===== src/rtl/uart_pkg.sv =====
// Shared constants and FSM state encodings for the 8N1 UART core.
package uart_pkg;
    localparam int DATA_BITS  = 8;
    localparam int OVERSAMPLE = 16;
    localparam int MID_SAMPLE = 8;

    typedef enum logic [1:0] {TX_IDLE, TX_START, TX_DATA, TX_STOP} tx_state_t;
    typedef enum logic [2:0] {RX_IDLE, RX_START, RX_DATA, RX_STOP, RX_WAIT_HIGH} rx_state_t;
endpackage


===== src/rtl/uart_tick_gen.sv =====
// Free-running oversample tick: one-clk pulse every BAUD_DIV clks while enabled.
module uart_tick_gen #(
    parameter int BAUD_DIV = 54
) (
    input  logic clk,
    input  logic rst_n,
    input  logic en,
    output logic tick
);
    localparam int CW = (BAUD_DIV > 1) ? $clog2(BAUD_DIV) : 1;

    logic [CW-1:0] cnt;

    always_ff @(posedge clk) begin
        if (!rst_n || !en)                 cnt <= '0;
        else if (cnt == CW'(BAUD_DIV - 1)) cnt <= '0;
        else                               cnt <= cnt + 1'b1;
    end

    assign tick = en && (cnt == CW'(BAUD_DIV - 1));
endmodule


===== src/rtl/uart_loopback_core.sv =====
// 8N1 UART transceiver: shared tick generator, TX FSM and RX FSM with a 2-flop input synchroniser.
module uart_loopback_core #(
    parameter int BAUD_DIV   = 54,
    parameter int OVERSAMPLE = 16
) (
    input  logic       clk,
    input  logic       rst_n,
    input  logic       baud_gen_en,
    output logic       baud_tick,
    input  logic       tx_start,
    input  logic [7:0] tx_data,
    output logic       tx_busy,
    output logic       tx_wire,
    input  logic       rx_wire,
    output logic [7:0] rx_data,
    output logic       rx_data_ready,
    output logic       rx_error
);
    import uart_pkg::*;

    localparam int CNT_W = $clog2(OVERSAMPLE);
    localparam int BIT_W = $clog2(DATA_BITS);

    uart_tick_gen #(.BAUD_DIV(BAUD_DIV)) u_tick (
        .clk(clk), .rst_n(rst_n), .en(baud_gen_en), .tick(baud_tick)
    );

    // ---------------- transmitter ----------------
    tx_state_t               tx_state, tx_state_nx;
    logic [CNT_W-1:0]        tx_cnt, tx_cnt_nx;
    logic [BIT_W-1:0]        tx_bit, tx_bit_nx;
    logic [DATA_BITS-1:0]    tx_shreg, tx_shreg_nx;

    always_ff @(posedge clk) begin
        if (!rst_n) begin
            tx_state <= TX_IDLE;
            tx_cnt   <= '0;
            tx_bit   <= '0;
            tx_shreg <= '0;
        end else begin
            tx_state <= tx_state_nx;
            tx_cnt   <= tx_cnt_nx;
            tx_bit   <= tx_bit_nx;
            tx_shreg <= tx_shreg_nx;
        end
    end

    always_comb begin
        tx_state_nx = tx_state;
        tx_cnt_nx   = tx_cnt;
        tx_bit_nx   = tx_bit;
        tx_shreg_nx = tx_shreg;
        if (tx_state == TX_IDLE) begin
            // start is a per-clk check, so a held request restarts right after the idle cycle
            if (tx_start) begin
                tx_state_nx = TX_START;
                tx_shreg_nx = tx_data;
                tx_cnt_nx   = '0;
                tx_bit_nx   = '0;
            end
        end else if (baud_tick) begin
            tx_cnt_nx = tx_cnt + 1'b1;
            if (tx_cnt == CNT_W'(OVERSAMPLE - 1)) begin
                tx_cnt_nx = '0;
                case (tx_state)
                    TX_START: tx_state_nx = TX_DATA;
                    TX_DATA: begin
                        tx_shreg_nx = tx_shreg >> 1;
                        tx_bit_nx   = tx_bit + 1'b1;
                        if (tx_bit == BIT_W'(DATA_BITS - 1)) tx_state_nx = TX_STOP;
                    end
                    default:  tx_state_nx = TX_IDLE;
                endcase
            end
        end
    end

    always_comb begin
        case (tx_state)
            TX_START: tx_wire = 1'b0;
            TX_DATA:  tx_wire = tx_shreg[0];
            default:  tx_wire = 1'b1;
        endcase
    end

    assign tx_busy = (tx_state != TX_IDLE);

    // ---------------- receiver ----------------
    logic rx_meta, rxs;

    always_ff @(posedge clk) begin
        if (!rst_n) begin
            rx_meta <= 1'b1;
            rxs     <= 1'b1;
        end else begin
            rx_meta <= rx_wire;
            rxs     <= rx_meta;
        end
    end

    rx_state_t               rx_state, rx_state_nx;
    logic [CNT_W-1:0]        rx_cnt, rx_cnt_nx;
    logic [BIT_W-1:0]        rx_bit, rx_bit_nx;
    logic [DATA_BITS-1:0]    rx_shreg, rx_shreg_nx, rx_data_nx;
    logic                    rx_rdy_nx, rx_err_nx;
    logic                    rx_last;

    always_ff @(posedge clk) begin
        if (!rst_n) begin
            rx_state      <= RX_IDLE;
            rx_cnt        <= '0;
            rx_bit        <= '0;
            rx_shreg      <= '0;
            rx_data       <= '0;
            rx_data_ready <= 1'b0;
            rx_error      <= 1'b0;
        end else begin
            rx_state      <= rx_state_nx;
            rx_cnt        <= rx_cnt_nx;
            rx_bit        <= rx_bit_nx;
            rx_shreg      <= rx_shreg_nx;
            rx_data       <= rx_data_nx;
            rx_data_ready <= rx_rdy_nx;
            rx_error      <= rx_err_nx;
        end
    end

    assign rx_last = (rx_cnt == CNT_W'(OVERSAMPLE - 1));

    always_comb begin
        rx_state_nx = rx_state;
        rx_cnt_nx   = rx_cnt;
        rx_bit_nx   = rx_bit;
        rx_shreg_nx = rx_shreg;
        rx_data_nx  = rx_data;
        rx_rdy_nx   = 1'b0;
        rx_err_nx   = 1'b0;
        if (baud_tick) begin
            rx_cnt_nx = rx_cnt + 1'b1;
            case (rx_state)
                RX_IDLE: begin
                    rx_cnt_nx = '0;
                    if (!rxs) rx_state_nx = RX_START;
                end
                RX_START: if (rx_cnt == CNT_W'(MID_SAMPLE - 1)) begin
                    // re-anchor the counter at mid-bit so later samples land mid-bit too
                    rx_cnt_nx   = '0;
                    rx_bit_nx   = '0;
                    rx_state_nx = rxs ? RX_IDLE : RX_DATA;
                end
                RX_DATA: if (rx_last) begin
                    rx_cnt_nx   = '0;
                    rx_shreg_nx = {rxs, rx_shreg[DATA_BITS-1:1]};
                    rx_bit_nx   = rx_bit + 1'b1;
                    if (rx_bit == BIT_W'(DATA_BITS - 1)) rx_state_nx = RX_STOP;
                end
                RX_STOP: if (rx_last) begin
                    rx_cnt_nx = '0;
                    if (rxs) begin
                        rx_data_nx  = rx_shreg;
                        rx_rdy_nx   = 1'b1;
                        rx_state_nx = RX_IDLE;
                    end else begin
                        rx_err_nx   = 1'b1;
                        rx_state_nx = RX_WAIT_HIGH;
                    end
                end
                RX_WAIT_HIGH: begin
                    rx_cnt_nx = '0;
                    if (rxs) rx_state_nx = RX_IDLE;
                end
                default: rx_state_nx = RX_IDLE;
            endcase
        end
    end
endmodule


===== config.mk =====
export PLATFORM = sky130hd
export DESIGN_NAME = uart_loopback_core
export DESIGN_NICKNAME = d
export VERILOG_FILES = /design/src/rtl/uart_pkg.sv /design/src/rtl/uart_tick_gen.sv /design/src/rtl/uart_loopback_core.sv
export SDC_FILE = /design/constraint.sdc
export NUM_CORES = 1
export LEC_CHECK = 0
export CELL_PAD_IN_SITES_DETAIL_PLACEMENT = 1
export CELL_PAD_IN_SITES_GLOBAL_PLACEMENT = 2
export CORE_MARGIN = 2
export CORE_UTILIZATION = 35
export CTS_CLUSTER_SIZE = 12
export DETAILED_ROUTE_END_ITERATION = 12
export PLACE_DENSITY = 0.9
export SKIP_LAST_GASP = 1
export SYNTH_ARGS = -nofsm -noshare
export SYNTH_HDL_FRONTEND = slang
export SYNTH_SLANG_ARGS = --single-unit

===== constraint.sdc =====
create_clock -name clk -period 2.3 [get_ports clk]
set_input_delay 0.46 -clock clk [delete_from_list [all_inputs] [get_ports clk]]
set_output_delay 0.46 -clock clk [all_outputs]
set_load 0.02 [all_outputs]

---- Word-level counts from Yosys, hierarchy flattened ----
Cells that the tools add are included.
word-level totals
  register bits after elaboration ......... 53
  input bits .............................. 13
  output and inout port bits .............. 13
  word-level logic and storage cells ...... 99
cells by class
  reductions and logical operators ........ 22
  add/sub/neg operators ................... 5
  muxes and demuxes ....................... 38
  eq/ne operators ......................... 20
operator list
  operator               count
  $mux W3                14
  $mux W8                5
  $mux W4                6
  $reduce_and A4 Y1      5
  $pmux W3 S5            1
  $ne A2 B2 Y1 const B   7
  $mux W2                6
  $pmux W4 S3            1
  $reduce_bool A2 Y1     5
  $eq A3 B3 Y1 const B   3
  $add A4 B1 Y4 const B  2
  $eq A4 B4 Y1 const B   2
  $reduce_and A7 Y1      1
  $add A3 B1 Y3 const B  2
  $add A6 B1 Y6 const B  1
  $eq A3 B2 Y1 const B   2
  $eq A6 B6 Y1 const B   1
  $pmux W3 S2            1
  $reduce_or A2 Y1       3
  $eq A4 B3 Y1 const B   1
  $pmux W2 S2            1
  $eq A3 B1 Y1 const B   1
  $logic_not A3 Y1       1
  $ne A3 B3 Y1 const B   1
  other kinds (10)       12

---- Depth between registers and ports, before layout ----
  depth after elaboration ................. 6
  depth in mapped cells ................... 7
  mapped depth without buffers ............ 7

---- Modules after synthesis ----
Synthesis repeated with hierarchy kept, for this count alone.
unflattened totals
  cell total of the unflattened synthesis .. 269
  area total of the unflattened synthesis .. 2566.2 µm²
by module, submodules not included
  module              instances  area each (µm²)  cells an instance
  uart_loopback_core  1          2303.5           242
  uart_tick_gen       1          262.8            27

---- Worst setup path after synthesis ----
OpenSTA, ideal clock, no wires.
  path kind ............................... reg-to-reg
  start ................................... register u_tick.cnt[1]
  end ..................................... register tx_cnt[2]
  arrival ................................. 1.641 ns
  cell stages (with the launch flop) ...... 8
  setup slack ............................. 0.540 ns
  buffers on the path ..................... 0
  period minus slack after synthesis ...... 1.760 ns
  path through ............................ dfxtp_1 inv_1 ha_1 and3b_2 nand2_1 clkinv_1 and3_1 o221a_2
between the ends
  longest elaborated chain between the ends .. 4
ends and longest elaborated chain
  item                          line                      source
  start, declared               uart_tick_gen.sv:12       logic [CW-1:0] cnt;
  start signal, assigned        uart_tick_gen.sv:17       else cnt <= cnt + 1'b1;
  $eq A6 B6 Y1                  uart_tick_gen.sv:20       assign tick = en && (cnt == CW'(BAUD_DIV - 1));
  $logic_and A1 B1 Y1           uart_tick_gen.sv:20
  net baud_tick                 uart_loopback_core.sv:9   output logic baud_tick,
  $reduce_bool A2 Y1 (no line)  --
  $reduce_and A2 Y1 (no line)   --
  end signal, assigned          uart_loopback_core.sv:42  tx_cnt <= tx_cnt_nx;
  end, declared                 uart_loopback_core.sv:30  logic [CNT_W-1:0] tx_cnt, tx_cnt_nx;
The timed path passes the listed nets, and every way through them passes these cells.
A chain may end at the register's enable or synchronous reset.

---- Worst setup path after layout ----
  start ................................... register u_tick.cnt[1]
  end ..................................... output port baud_tick
between the ends
  longest elaborated chain between the ends .. 2
ends and longest elaborated chain
  item                 line
  $eq A6 B6 Y1         uart_tick_gen.sv:20
  $logic_and A1 B1 Y1  uart_tick_gen.sv:20
  end, declared        uart_loopback_core.sv:9
Every way passes these cells.

==> impl_summary.md <==
Drt
After detailed routing, the number of remaining DRC violations is 0. For this block, the initial DRC count from the detailed router was 34. The first-pass detailed-route iteration total is 4. The count of vias placed by the detailed router is 2033. The detail route stage leaves a number of antenna-violating nets equal to 0. Dividing the detail-routed wire length by the instance count gives 13.3 um. After detailed routing, the number of vias per cell comes to 5.06. The routed wire length is 5.33 mm.

STA
The number of endpoints with negative hold slack in the final report is 0. The actual slew at the worst max-slew pin is 0.512 ns. Measured against its own limit, the worst slew margin works out to 0.659. Setup repair after global routing left no endpoint under its margin. The maximum frequency from static timing analysis is 474 MHz. The worst setup margin is 0.190 ns. Setup violations remaining at the end of the flow were counted as 0.

For the final routed database, the setup TNS stands at 0 ns. The clock period could shrink to 2.11 ns. The number of max-slew violations in the final report is 0. The part of the cycle the worst path needs is 0.917. Hold timing on the final database bottoms out at a slack of 0.429 ns. The clock arrives with 0.0133 ns of skew.

Job
The max-cap check violation count is 0.

Synthesis
The number of distinct library cells after synthesis is 45. The count of flip-flops with a built-in enable after synthesis is 0. The simple-gate area share of the yosys netlist is 0.221.

The area share of the leading cell type in the synthesized netlist is 0.424. Ranked by instance count, the synthesized netlist is headed by sky130_fd_sc_hd__dfxtp_1, sky130_fd_sc_hd__nand2_1, sky130_fd_sc_hd__mux2i_1. The synthesized design spends more area on one cell type than any other, namely sky130_fd_sc_hd__dfxtp_1. The share of the Yosys chip area taken by registers is 0.424. For this run, asynchronously set or reset flops after synthesis account for 0. The multiplexer share of the synthesized area is 0.148. The most used standard cell by instance count after synthesis is sky130_fd_sc_hd__dfxtp_1. Of the total synthesized cell area, the portion taken by full adders, half adders and majority gates is 0.0550. The number of flip-flops and latches in the synthesized netlist is 53. The number of nets produced by synthesis is 302. The share of the synthesized area in compound gates (AO/OA/AOI/OAI) is 0.0930. Ranked by total cell area, the synthesized netlist is headed by sky130_fd_sc_hd__dfxtp_1, sky130_fd_sc_hd__mux2i_1, sky130_fd_sc_hd__nand2_1, sky130_fd_sc_hd__ha_1, sky130_fd_sc_hd__mux2_2. The number of standard cells after synthesis is 278. The most frequently used flop master after synthesis is sky130_fd_sc_hd__dfxtp_1. The combinational family with the most area after synthesis is simple AND/OR/NAND/NOR gates. During synthesis, Yosys emitted a total of 0 warnings. Of the total synthesized cell area, the portion taken by XOR and XNOR cells is 0.0175. The synthesized area is 2500 sq um. The average instance in the mapped netlist occupies 9.00 sq um.

GRT
The first global-routing pass estimated 9.11 mm of wire. The residual overflow from global routing is 0. For this run, the total global-route usage over all layers was measured as 0.148. The number of antenna violations at the first check in global routing was 0. The number of global-route vias before repair is 2016. Entering global routing, the biggest net connects 39 pins.

Worst setup path
The worst register-to-register path ends at tx_shreg[1]$_SDFFE_PN0P_. The slack of the worst reg-to-reg path is 0.48 ns. The worst setup path is of the flip-flop to primary output kind. The data arrival time of the critical path is 1.65 ns. The nature of the critical path endpoint is a primary output. The nature of the critical path startpoint is a flip-flop. Grouping stages by cell kind, the critical path spends the most delay in buffers and inverters. In this run the worst setup path terminates at baud_tick. The critical path goes through inv_1 > ha_1 > and3b_2 > nand2_1 > clkinv_1 > dlygate4sd2_1. The slowest stage of the critical path is the sky130_fd_sc_hd__dfxtp_1 cell.

The stage delay of the slowest cell on the critical path is 0.36 ns. Along the worst path, the maximum fanout reaches 5. The worst register-to-register path begins at u_tick.cnt[0]$_SDFF_PP0_.

The worst reg-to-reg path cell count is 7. STA puts the critical path data required time at 1.84 ns. Together, buffers and inverters on the worst path number 3.

The critical path startpoint is u_tick.cnt[1]$_SDFF_PP0_. The number of stages on the worst setup path is 6.

Placement
Prior to clock tree synthesis, the placed netlist has a worst setup slack of -0.0176 ns. The count of port buffers added during placement is 25. Detailed placement ended at an HPWL of 3.77 mm.

The congestion estimate from routability-driven global placement came to 0.735. The cell count after placement is 394.

Power and ir drop
In this run the power density over the cells is 597 nW/um^2. Of the total power, the clock network draws 0.319. The leakage power summed over all cells is 1.11 nW.

VDD sags by at most 0.402 mV. The register share of total power is 0.537. The share of total power dissipated in combinational logic is 0.143. The share of total power consumed by net switching is 0.278. Summed over all nets, the switching power comes to 0.498 mW. The design internal power is 1.30 mW.

Floorplanning
Pin placement for this block handled 26 I/O pins. The die outline area is 7840 sq um. The floorplan step set the die width to 88.6 um. The standard-cell row count is 30. The die extent in y is 88.6 um.

The initial core utilization is 0.364. The core outline area is 6870 sq um.

Clock tree
The clock sink count is 53. The maximum root-to-sink buffer count is 2. The worst-skew pair later-pin latency is 0.31 ns. The clock tree synthesis step divided the H-tree into 2 levels. TritonCTS built the clock tree.

The clock root buffer master is sky130_fd_sc_hd__clkbuf_8. Clock-pin slew was measured on the worst setup and hold paths at 0.11 ns. Buffers inserted during clock tree synthesis total 5.

Cells and area
Counting the fill cells in the layout gives 804. The area growth from synthesis to layout is 20.1%. In the final layout, the share of cells above drive strength 1 is 0.111. The repair_antennas step left the layout with diodes totalling 0. The number of nets in the layout is 329. The final standard cell count with taps included and fillers excluded is 402.

Outcome
The run finished with clean final reports.

Worst hold path
The number of cells on the worst hold path is 1. The worst min-delay path category is flip-flop to flip-flop.
-- power by group through the flow --
| stage | Combinational [mW] | Sequential [mW] | Clock (mW) |
|---|---|---|---|
| after detailed placement | 0.267 | 0.985 | 0 |
| final | 0.257 | 0.964 | 0.573 |
| after global placement | 0.263 | 0.983 | 0 |
| after CTS | 0.262 | 0.964 | 0.599 |
| after global routing | 0.287 | 0.968 | 0.626 |
| after floorplan | 0.183 | 0.979 | 0 |
-- sequential cells by signal, summed over array words and instances (netlist names), 2 cells and up --
signal / flops
rx_bit: 3
rx_cnt: 4
rx_data: 8
rx_shreg: 8
rx_state: 3
tx_bit: 3
tx_cnt: 4
tx_shreg: 8
tx_state: 2
u_tick.cnt: 6
-- placed cells by master (no fill, tap or decap), types with 4 or more instances in the layout --
master and instances:
sky130_fd_sc_hd__nand3_1 12, sky130_fd_sc_hd__clkbuf_8 5, sky130_fd_sc_hd__and3_1 4, sky130_fd_sc_hd__mux2i_1 29, sky130_fd_sc_hd__nor2_1 15, sky130_fd_sc_hd__mux2_2 7, sky130_fd_sc_hd__o21ai_0 11, sky130_fd_sc_hd__nor4_1 4
sky130_fd_sc_hd__ha_1 11, sky130_fd_sc_hd__clkdlybuf4s50_1 22, sky130_fd_sc_hd__nand2_1 47, sky130_fd_sc_hd__a21oi_1 14, sky130_fd_sc_hd__inv_1 11, sky130_fd_sc_hd__dfxtp_1 53, sky130_fd_sc_hd__buf_4 8
-- what timing repair did --
item                                    CTS  global route
endpoints found under the hold margin     0             0
endpoints found under the setup margin    3             0
gates resized for setup                   3             0
setup buffers                             0             0
hold buffers                              0             0
-- kinds of logic after synthesis --
logic type	count (synthesis)
AOI/OAI and AO/OA	38
xor gates and xnor gates	5
adders and majority gates	11
buffers and inverters	27
DFF	53
muxes	36
and+or+nand+nor	108
-- layout make-up --
cell class	instances	area (sq um)	share of cell area
clock buffers	5	68.8	0.0229
repair buffers	35	347	0.115
multi-input cells	198	1340	0.444
clock inverters	3	28.8	0.00958
inverters	12	45.0	0.0150
well taps	96	120	0.0400
flip-flops and latches	53	1060	0.353
-- per-layer routing --
metal / part of all wire / global-route usage / vias to the layer above
met4: 0.011 / 0.0413 / 0
met5: 0 / 0 / -
li1: - / - / 1022
met3: 0.028 / 0.0336 / 5
met1: 0.49 / 0.191 / 980
met2: 0.47 / 0.247 / 26
-- worst min-delay path by stage --
stage | slack, ns | startpoint | end
final | 0.43 | rx_meta$_SDFF_PN1_ | rxs$_SDFF_PN1_
after global routing | 0.45 | rx_meta$_SDFF_PN1_ | rxs$_SDFF_PN1_
after CTS | 0.43 | rx_meta$_SDFF_PN1_ | rxs$_SDFF_PN1_
after detailed placement | 0.40 | rx_meta$_SDFF_PN1_ | rxs$_SDFF_PN1_
after global placement | 0.39 | rx_meta$_SDFF_PN1_ | rxs$_SDFF_PN1_
after floorplan | 0.39 | rx_meta$_SDFF_PN1_ | rxs$_SDFF_PN1_
-- metrics by stage --
step                       util  power [mW]  area [sq um]
final                     0.438        1.79          3010
after floorplan               -        1.16          2500
after CTS                 0.438        1.83          3010
after detailed placement  0.424        1.25          2910
after global placement    0.424        1.25          2910
after global routing      0.438        1.88          3010
No activity file was read; power rests on OpenSTA's default activity.
